## src/rtl/uart_pkg.sv

```systemverilog
// Shared UART definitions: parser state encoding, command payload and baud/timeout arithmetic.
package uart_pkg;

    typedef enum logic [2:0] {
        IDLE,
        OPADDR,
        DHI,
        DLO,
        CSUM
    } state_t;

    localparam logic [7:0] DEFAULT_SYNC_BYTE = 8'hA5;

    typedef struct packed {
        logic        write;
        logic [6:0]  addr;
        logic [15:0] wdata;
    } cmd_t;

    function automatic int unsigned calc_period(input int unsigned clk_freq,
                                                input int unsigned baud);
        return clk_freq / baud;
    endfunction

    function automatic int unsigned calc_timeout_cyc(input int unsigned clk_freq,
                                                     input int unsigned baud,
                                                     input int unsigned timeout_ui);
        return calc_period(clk_freq, baud) * timeout_ui;
    endfunction

endpackage

```

## src/rtl/uart_gap_timer.sv

```systemverilog
// Inter-byte gap counter; expire pulses when a running gap hits LIMIT-1 without a clearing byte.
module uart_gap_timer #(
    parameter int unsigned LIMIT = 300
) (
    input  logic clk,
    input  logic rst_n,
    input  logic run,
    input  logic clear,
    output logic expire
);

    localparam int unsigned CNT_W = (LIMIT > 1) ? $clog2(LIMIT) : 1;

    logic [CNT_W-1:0] count;
    logic             terminal;

    assign terminal = (count == CNT_W'(LIMIT - 1));
    // A byte arriving on the terminal cycle takes priority over expiry.
    assign expire   = run && !clear && terminal;

    always_ff @(posedge clk) begin
        if (!rst_n) begin
            count <= '0;
        end else if (clear || !run || terminal) begin
            count <= '0;
        end else begin
            count <= count + CNT_W'(1);
        end
    end

endmodule

```

## src/rtl/uart_cmd_parser.sv

```systemverilog
// Assembles SYNC/OPADDR/DHI/DLO/CSUM frames from received bytes into register-access commands.
module uart_cmd_parser
    import uart_pkg::*;
#(
    parameter int unsigned CLK_FREQ   = 50000000,
    parameter int unsigned UART_BPS   = 9600,
    parameter logic [7:0]  SYNC_BYTE  = DEFAULT_SYNC_BYTE,
    parameter int unsigned TIMEOUT_UI = 30
) (
    input  logic        clk,
    input  logic        rst_n,
    input  logic        uart_rx_done,
    input  logic [7:0]  data,
    output logic        cmd_valid,
    output logic        cmd_write,
    output logic [6:0]  cmd_addr,
    output logic [15:0] cmd_wdata,
    output logic        err_checksum,
    output logic        err_timeout,
    output logic        busy
);

    localparam int unsigned TIMEOUT_CYC = calc_timeout_cyc(CLK_FREQ, UART_BPS, TIMEOUT_UI);

    state_t     state, state_nxt;
    logic [7:0] csum_acc, csum_nxt;
    cmd_t       shadow, shadow_nxt;
    cmd_t       cmd_q, cmd_nxt;
    logic       valid_nxt, errc_nxt, errt_nxt, busy_nxt;
    logic       expire;

    uart_gap_timer #(
        .LIMIT (TIMEOUT_CYC)
    ) u_gap_timer (
        .clk    (clk),
        .rst_n  (rst_n),
        .run    (state != IDLE),
        .clear  (uart_rx_done),
        .expire (expire)
    );

    // Next-state, shadow capture and running checksum.
    always_comb begin
        state_nxt  = state;
        csum_nxt   = csum_acc;
        shadow_nxt = shadow;
        cmd_nxt    = cmd_q;
        valid_nxt  = 1'b0;
        errc_nxt   = 1'b0;
        errt_nxt   = 1'b0;
        if (uart_rx_done) begin
            case (state)
                IDLE: begin
                    if (data == SYNC_BYTE) begin
                        state_nxt = OPADDR;
                        csum_nxt  = '0;
                    end
                end
                OPADDR: begin
                    shadow_nxt.write = data[7];
                    shadow_nxt.addr  = data[6:0];
                    csum_nxt         = csum_acc ^ data;
                    state_nxt        = DHI;
                end
                DHI: begin
                    shadow_nxt.wdata[15:8] = data;
                    csum_nxt               = csum_acc ^ data;
                    state_nxt              = DLO;
                end
                DLO: begin
                    shadow_nxt.wdata[7:0] = data;
                    csum_nxt              = csum_acc ^ data;
                    state_nxt             = CSUM;
                end
                CSUM: begin
                    if (data == csum_acc) begin
                        cmd_nxt   = shadow;
                        valid_nxt = 1'b1;
                    end else begin
                        errc_nxt  = 1'b1;
                    end
                    csum_nxt  = '0;
                    state_nxt = IDLE;
                end
                default: begin
                    csum_nxt  = '0;
                    state_nxt = IDLE;
                end
            endcase
        end else if (expire) begin
            state_nxt = IDLE;
            csum_nxt  = '0;
            errt_nxt  = 1'b1;
        end
        busy_nxt = (state_nxt != IDLE);
    end

    always_ff @(posedge clk) begin
        if (!rst_n) begin
            state        <= IDLE;
            csum_acc     <= '0;
            shadow       <= '0;
            cmd_q        <= '0;
            cmd_valid    <= 1'b0;
            err_checksum <= 1'b0;
            err_timeout  <= 1'b0;
            busy         <= 1'b0;
        end else begin
            state        <= state_nxt;
            csum_acc     <= csum_nxt;
            shadow       <= shadow_nxt;
            cmd_q        <= cmd_nxt;
            cmd_valid    <= valid_nxt;
            err_checksum <= errc_nxt;
            err_timeout  <= errt_nxt;
            busy         <= busy_nxt;
        end
    end

    assign cmd_write = cmd_q.write;
    assign cmd_addr  = cmd_q.addr;
    assign cmd_wdata = cmd_q.wdata;

endmodule
```

## config.mk

```make
export PLATFORM = sky130hd
export DESIGN_NAME = uart_cmd_parser
export DESIGN_NICKNAME = d
export VERILOG_FILES = /design/src/rtl/uart_pkg.sv /design/src/rtl/uart_gap_timer.sv /design/src/rtl/uart_cmd_parser.sv
export SDC_FILE = /design/constraint.sdc
export NUM_CORES = 1
export LEC_CHECK = 0
export ABC_AREA = 1
export CAP_MARGIN = 20
export CORE_ASPECT_RATIO = 0.5
export CORE_MARGIN = 2
export CORE_UTILIZATION = 50
export CTS_BUF_LIST = sky130_fd_sc_hd__clkbuf_4
export DETAILED_ROUTE_END_ITERATION = 6
export PLACE_DENSITY = 0.82
export RECOVER_POWER = 50
export SETUP_SLACK_MARGIN = 0.5
export SKIP_LAST_GASP = 1
export SYNTH_ARGS = -nofsm -noshare
export SYNTH_HDL_FRONTEND = slang
export SYNTH_SLANG_ARGS = --single-unit
```

## constraint.sdc

```tcl
create_clock -name clk -period 3.09 [get_ports clk]
set_clock_uncertainty 0.2 [all_clocks]
set_input_delay 0.618 -clock clk [delete_from_list [all_inputs] [get_ports clk]]
set_output_delay 0.618 -clock clk [all_outputs]
set_load 0.005 [all_outputs]
```

==> results of run 1 <==
Yosys cell counts, types with 2 or more instances:
master,n
nand3_1,21
nand4_1,3
nor3_1,14
dfxtp_1,81
xnor2_1,5
clkinv_1,2
nand2_1,103
buf_2,4
nor2_1,127
or2_2,2
nand3b_1,2
nor4_1,2
inv_1,56
xor2_1,9
a21oi_1,16
o21ai_0,26
clkbuf_1,6
sequential cells by signal, summed over array words and instances (netlist names):
name,flops
busy,1
cmd_addr,7
cmd_valid,1
cmd_wdata,16
cmd_write,1
csum_acc,8
err_checksum,1
err_timeout,1
shadow,24
state,3
u_gap_timer.count,18
worst paths after layout:
kind | slack [ns] | cells past startpoint | end
worst max-delay path | 0.65 | 9 | busy
worst min-delay path | 0.28 | 2 | csum_acc[4]
worst max register to register | 0.92 | 8 | u_gap_timer.count[12]
worst min register to register | 0.28 | 2 | csum_acc[4]
worst min-delay path, delay by kind of cell, from the launching register on:
family	cells	cell delay [ns]
flops	1	0.34
compound gates	1	0.05
simple gates	1	0.06
routing by layer:
metal  up-vias  share of wire  global-route usage
met4         0          0.017             0.07994
met2        72           0.48              0.3347
met5         -              0                   0
met3        13          0.055             0.06342
li1       1595              -                   -
met1      1350           0.45              0.2309
power by group through the flow:
stage | sequential, mW | clock (mW) | combinational [mW]
floorplan | 1.07 | 0 | 0.0247
global placement | 1.07 | 0 | 0.0524
detailed placement | 1.07 | 0 | 0.0527
CTS | 1.04 | 0.737 | 0.0528
global route | 1.05 | 0.789 | 0.0550
finish | 1.04 | 0.718 | 0.0510
layout make-up:
type,instances,area [sq um],share of cell area
clock buffer,10,75.07,0.01872
clock inverter,6,90.09,0.02246
timing repair buffer,43,414.1,0.1033
multi-input combinational,337,1473,0.3672
tap,92,115.1,0.02871
inverter,59,221.5,0.05523
sequential,81,1622,0.4044
cell families after synthesis:
family                   synth area share
AND/OR/NAND/NOR                    0.3380
flip-flops                         0.4761
buffers and inverters             0.08192
AO/OA/AOI/OAI                     0.06429
XOR/XNOR                          0.03600
adder cells (fa/ha/maj)          0.003673
==> results_dict.tcl, run 1 <==
set metrics [dict create \
    drv_slew 0 \
    start_kind "input pin" \
    syn_avg_cell_area_sq_um 6.965 \
    ctsResizeCount 0 \
    cts_tree "done" \
    cp.arrival_ns 2.63 \
    path_delay_family "buffers and inverters" \
    crit_chain "dlygate4sd3_1 > inv_1 > nor2_1 > inv_1 > nor2_1 > clkinv_1 > nand2_1 > nand2_1 > nand3_1" \
    yosys.cell_types.count 27 \
    postSynth.asyncResetShare 0 \
    final_layout_size_suffix_gt1_frac 0.04291 \
    yosys.area.top_type "dfxtp_1" \
    setup_slack_ns 0.6509 \
    drc 0 \
    viasPerCell 4.825 \
    syn_nets 501 \
    grt_pass1_wl_um 11720 \
    syn_area_sq_um 3406 \
    cts_buffers 9 \
    dieArea_sq_um 7528 \
    placed_area_sq_um 3881 \
    cp-end-kind "register" \
    fin_nets 543 \
    ys_warn_count 0 \
    power_leakage_nw 1.812 \
    io_buffers 38 \
    p_int_mw 1.404 \
    fin_util 0.6032 \
    status "completed" \
    clk_pin_slew_worst_paths_ns 0.13 \
    vias 3030 \
    start_util 0.5123 \
    core_sq_um 6648 \
    htreeDepth 3 \
    firstDrtPassIters 5 \
    r2r_start "u_gap_timer.count[0]" \
    p_sw_uw 409.7 \
    antenna_found_initial 0 \
    track_usage 0.1970 \
    synth_flop_cell "dfxtp_1" \
    drtIter0Drc 189 \
    design_power_total_mw 1.814 \
    setup_viol 0 \
    ios 39 \
    antennaDiodeCount 0 \
    post_cts.repair.setup_buffers 0 \
    final_cells 628 \
    crit_buf_inv 4 \
    synth_edf_count 0 \
    synth_top_area_share 0.4761 \
    final_cell_mix "nor2_1 (128), nand2_1 (103), dfxtp_1 (81)" \
    rows 21 \
    pwr-share-comb 0.028 \
    maxSlewHeadroom 0.5409 \
    dpl.hpwl_um 4777 \
    power_frac_clock 0.396 \
    synth-seq-cells 81 \
    cp_slowest_cell "dlygate4sd3_1" \
    finalCritPeriodShare 0.7893 \
    cts_root_buffer "clkbuf_4" \
    sw_frac_of_total 0.2259 \
    synth.area.top_cells "dfxtp_1 (48%), nor2_1 (14%), nand2_1 (11%)" \
    drt-total-wl_um 6911 \
    yosysSeqAreaShare 0.4761 \
    area_growth_pct 17.74 \
    die_w_um 120.7 \
    synthesis.instances 489 \
    routabilityCongestion 0.8670 \
    postCtsHoldBufs 0 \
    path_class "input pin to register" \
    grt_max_degree 52 \
    p_per_area_nw_per_um2 452.3 \
    period_minus_slack_ns 2.439 \
    rsz0062_at_grt "false" \
    fillCellCount 632 \
    hp-start "csum_acc[4]" \
    final_common_cell "nor2_1" \
    fmax_ghz 0.4100 \
    maxCapViolations 0 \
    wire_per_inst_um 11.00 \
    postRouteAntennaNets 0 \
    die_h_um 62.36 \
    cts.sinks 81 \
    critPathMaxFanout 9 \
    cts_max_path_buffers 2 \
    hold_violations 0 \
    tns_ns 0 \
    clk_latency_ns 0.45 \
    fin_hold_ws_ns 0.2842 \
    crit_path_start "uart_rx_done" \
    grt_overflow 0 \
    stdcell_area_sq_um 4010 \
    critPathMaxStageDelay_ns 0.63 \
    p_seq_frac 0.576 \
    pre_cts_ws_ns 0.4604 \
    peakVddDrop_uv 298.9 \
    required_ns 3.28 \
    grt_pass1_vias 2775 \
    hold_class "register to register" \
    placedCellCount 612 \
    tightestPinTransition_ns 0.6886 \
]
Power figures use the tool's default switching activity.
==> run 2, diff against run 1 <==
--- a/config.mk
+++ b/config.mk
@@ -12,7 +12,7 @@
 export CORE_UTILIZATION = 50
 export CTS_BUF_LIST = sky130_fd_sc_hd__clkbuf_4
 export DETAILED_ROUTE_END_ITERATION = 6
-export PLACE_DENSITY = 0.82
+export PLACE_DENSITY = 0.85
 export RECOVER_POWER = 50
 export SETUP_SLACK_MARGIN = 0.5
 export SKIP_LAST_GASP = 1
==> constraint.sdc (replaced) <==
create_clock -name clk -period 2.2 [get_ports clk]
set_clock_uncertainty 0.2 [all_clocks]
set_input_delay 0.44 -clock clk [delete_from_list [all_inputs] [get_ports clk]]
set_output_delay 0.44 -clock clk [all_outputs]
set_load 0.005 [all_outputs]
==> results_dict.tcl, run 2 (same netlist as run 1, synthesis figures left out) <==
set metrics [dict create \
    clk_latency_ns 0.45 \
    cp-end-kind "register" \
    fin_nets 572 \
    antenna_found_initial 0 \
    die_w_um 120.7 \
    grt_pass1_wl_um 12980 \
    setup_viol 0 \
    top_register "shadow" \
    drtIter0Drc 213 \
    clk_pin_slew_worst_paths_ns 0.11 \
    grt_overflow 0 \
    postRouteAntennaNets 0 \
    vias 3247 \
    setup_slack_ns 0.3550 \
    cts_buffers 9 \
    routabilityCongestion 0.8546 \
    area_growth_pct 31.37 \
    final_layout_size_suffix_gt1_frac 0.2358 \
    cts_root_buffer "clkbuf_4" \
    io_buffers 38 \
    path_class "register to register" \
    final_common_cell "nor2_1" \
    start_kind "register" \
    ios 39 \
    dieArea_sq_um 7528 \
    rsz0062_at_grt "true" \
    grt_pass1_vias 2916 \
    critPathMaxFanout 8 \
    fin_util 0.6731 \
    placedCellCount 627 \
    power_leakage_nw 2.099 \
    finalCritPeriodShare 0.8387 \
    maxCapViolations 0 \
    tightestPinTransition_ns 0.4956 \
    status "completed" \
    pre_cts_ws_ns -0.06425 \
    die_h_um 62.36 \
    largest_reg_flops 24 \
    viasPerCell 4.950 \
    maxSlewHeadroom 0.6670 \
    start_util 0.5123 \
    peakVddDrop_uv 457.0 \
    htreeDepth 3 \
    wire_per_inst_um 12.23 \
    p_per_area_nw_per_um2 540.1 \
    period_minus_slack_ns 1.845 \
    required_ns 2.34 \
    rows 21 \
    firstDrtPassIters 6 \
    final_cells 656 \
    cts_max_path_buffers 2 \
    hold_class "input pin to register" \
    core_sq_um 6648 \
    final_cell_mix "nor2_1 (121), nand2_1 (83), dfxtp_1 (64)" \
    cts_tree "done" \
    track_usage 0.2226 \
    drt-total-wl_um 8020 \
    cts.sinks 81 \
    fmax_ghz 0.5420 \
    cp.arrival_ns 1.99 \
    postCtsHoldBufs 0 \
    grt_max_degree 55 \
    drc 0 \
    hold_violations 0 \
    dpl.hpwl_um 4880 \
    drv_slew 0 \
    antennaDiodeCount 0 \
]
-- run 2: power breakdown --
part | internal [mW] | switching (mW) | leakage, nW
Sequential | 1.47 | 0.000404 | 0.661
Clock | 0.334 | 0.510 | 0.0673
Combinational | 0.0437 | 0.0632 | 1.37
-- run 2: metrics by stage --
step | area (sq um) | TNS (ns) | hold WS (ns) | power (mW)
after global routing | 4474 | 0 | 0.2083 | 2.539
after CTS | 4425 | 0 | 0.2868 | 2.436
after floorplan | 3428 | 0 | 0.2412 | 1.536
final | 4474 | 0 | 0.2400 | 2.417
after global placement | 4036 | -0.005479 | 0.2576 | 1.594
after detailed placement | 4036 | -0.4043 | 0.2666 | 1.594
-- run 2: final timing paths --
| check | from | end | slack, ns | cells past startpoint |
|---|---|---|---|---|
| worst max-delay path | u_gap_timer.count[1] | csum_acc[6] | 0.35 | 10 |
| worst min-delay path | uart_rx_done | err_timeout | 0.24 | 3 |
| worst max register to register | u_gap_timer.count[1] | csum_acc[6] | 0.35 | 10 |
| worst min register to register | shadow[14] | cmd_wdata[14] | 0.29 | 2 |
-- run 2: final cells by class --
cell class | count | area [sq um]
clock buffer | 9 | 67.56
clock inverter | 6 | 58.81
fill | 564 | 2173
inverter | 59 | 225.2
multi-input combinational | 337 | 1730
sequential | 81 | 1645
tap | 92 | 115.1
timing repair buffer | 72 | 631.9
-- run 2: timing repair --
item	in CTS	in global routing
setup buffers	8	4
setup endpoints to repair	72	102
gates resized for setup	110	77
pin swaps	6	14
cloned	2	0
endpoints found under the hold margin	0	0
-- run 2: worst max-delay path, cell delays in order, from the launching register on --
cell     delay, ns
dfxtp_1       0.39
ha_1          0.23
nand2_4       0.09
nor2_4        0.11
nand2_2       0.08
nor2_2        0.12
nand3_1       0.16
nand2_2       0.12
nand2_4       0.10
nand2_2       0.09
a21oi_2       0.05
-- run 2: routing by layer --
metal | part of all wire | up-vias | wire length (um) | track usage
met5 | 0 | - | 0 | 0
met2 | 0.49 | 97 | 3969 | 0.3566
met1 | 0.42 | 1482 | 3371 | 0.2714
met4 | 0.017 | 0 | 138 | 0.09012
li1 | - | 1653 | - | -
met3 | 0.067 | 15 | 540 | 0.08364
==> run 3, diff against run 2 <==
==> constraint.sdc (replaced) <==
create_clock -name clk -period 1.6 [get_ports clk]
set_clock_uncertainty 0.2 [all_clocks]
set_input_delay 0.32 -clock clk [delete_from_list [all_inputs] [get_ports clk]]
set_output_delay 0.32 -clock clk [all_outputs]
set_load 0.005 [all_outputs]
==> results_dict.tcl, run 3 (same netlist as run 1, synthesis figures left out) <==
set metrics [dict create \
    cp-end-kind "register" \
    hold_class "input pin to register" \
    firstDrtPassIters 5 \
    largest_reg_flops 24 \
    setup_slack_ns -0.2641 \
    p_per_area_nw_per_um2 731.6 \
    antenna_found_initial 0 \
    drt-total-wl_um 10430 \
    grt_pass1_wl_um 14630 \
    status "finished, violations left" \
    area_growth_pct 46.36 \
    cts_max_path_buffers 2 \
    cts_root_buffer "clkbuf_4" \
    cts_tree "done" \
    clk_pin_slew_worst_paths_ns 0.14 \
    postRouteAntennaNets 0 \
    final_cells 686 \
    use_met3 0.08180 \
    peakVddDrop_uv 369.2 \
    viasPerCell 5.214 \
    period_minus_slack_ns 1.864 \
    fmax_ghz 0.5364 \
    maxSlewHeadroom 0.7273 \
    cp.arrival_ns 2.06 \
    htreeDepth 3 \
    start_kind "input pin" \
    antennaDiodeCount 0 \
    track_usage 0.2478 \
    final_layout_size_suffix_gt1_frac 0.3939 \
    critPathMaxFanout 19 \
    tightestPinTransition_ns 0.4068 \
    top_usage_layer "met2" \
    ios 39 \
    die_h_um 62.36 \
    top_register "shadow" \
    grt_max_degree 31 \
    fin_util 0.7499 \
    wire_per_inst_um 15.21 \
    rows 21 \
    cts.sinks 81 \
    die_w_um 120.7 \
    core_sq_um 6648 \
    cp_slowest_cell "clkdlybuf4s50_1" \
    vias 3577 \
    grt_use_met2 0.4499 \
    grt_overflow 0 \
    routabilityCongestion 0.8424 \
    critPathMaxStageDelay_ns 0.53 \
    failed_checks "negative setup slack" \
    whs_path_depth 4 \
    crit_top_cell "nand2_1" \
    crit_chain "clkdlybuf4s50_1 > xor2_2 > nor3_4 > nand3_4 > buf_12 > nand2_1 > nand2_1 > nor2_1" \
    pre_cts_ws_ns -0.5041 \
    rsz0062_at_grt "true" \
    fin_nets 601 \
    power_leakage_nw 2.347 \
    final_common_cell "nor2_1" \
    placedCellCount 652 \
    grt_pass1_vias 3279 \
    maxCapViolations 0 \
    use_met1 0.2707 \
    setup_viol 64 \
    drc 0 \
    start_util 0.5123 \
    dpl.hpwl_um 5494 \
    hold_violations 0 \
    ff2ff_path_depth 8 \
    drv_slew 0 \
    path_class "input pin to register" \
    finalCritPeriodShare 1.165 \
    required_ns 1.79 \
    cts_buffers 9 \
    clk_latency_ns 0.45 \
    drtIter0Drc 297 \
    postCtsHoldBufs 0 \
    dieArea_sq_um 7528 \
    final_cell_mix "nor2_1 (114), nand2_1 (85), inv_1 (49)" \
    io_buffers 38 \
]
-- run 3: timing repair --
action / 4_1_cts / 5_1_grt
resized for setup: 198 / 68
gates cloned: 1 / 2
buffers inserted: 9 / 6
endpoints found under the setup margin: 109 / 109
pin swaps: 25 / 12
-- run 3: layout make-up --
cell class	instances	area, sq um
clock buffer	10	75.07
clock inverter	6	91.34
inverter	59	244.0
tap	92	115.1
multi-input combinational	337	1896
timing repair inverter	1	6.256
timing repair buffer	100	884.6
sequential	81	1673
fill	453	1663
-- run 3: metal layers --
metal	wire (um)	part of all wire
met3	650	0.062
met1	4040	0.39
met4	429	0.041
met2	5310	0.51
met5	0	0
-- run 3: path summary, 6_finish.rpt --
kind / to / slack [ns] / from
worst max-delay path: cmd_wdata[4] / -0.26 / data[2]
worst min-delay path: err_timeout / 0.22 / uart_rx_done
worst min register to register: u_gap_timer.count[14] / 0.28 / u_gap_timer.count[14]
worst max register to register: cmd_wdata[4] / -0.24 / csum_acc[1]
-- run 3: stage by stage --
step,setup TNS (ns),instance area (sq um),hold WS [ns],total power [mW]
final,-5.586,4985,0.2196,3.647
after global routing,-10.80,4985,0.2001,3.754
after CTS,-0.1551,4668,0.1805,3.611
after detailed placement,-29.73,4380,0.2670,2.227
after global placement,-26.99,4380,0.2611,2.225
after floorplan,0,3563,0.1985,2.120
-- run 3: where the power goes --
group	switching, mW	internal (mW)
Sequential	0.000655	2.01
Clock	0.755	0.659
Combinational	0.121	0.0966
Total	0.877	2.77
-- run 3: worst max-delay path, delay by kind of cell --
| family | cells | cell delay, ns |
|---|---|---|
| buffers and inverters | 2 | 0.74 |
| AND/OR/NAND/NOR | 5 | 0.76 |
| XOR/XNOR | 1 | 0.23 |
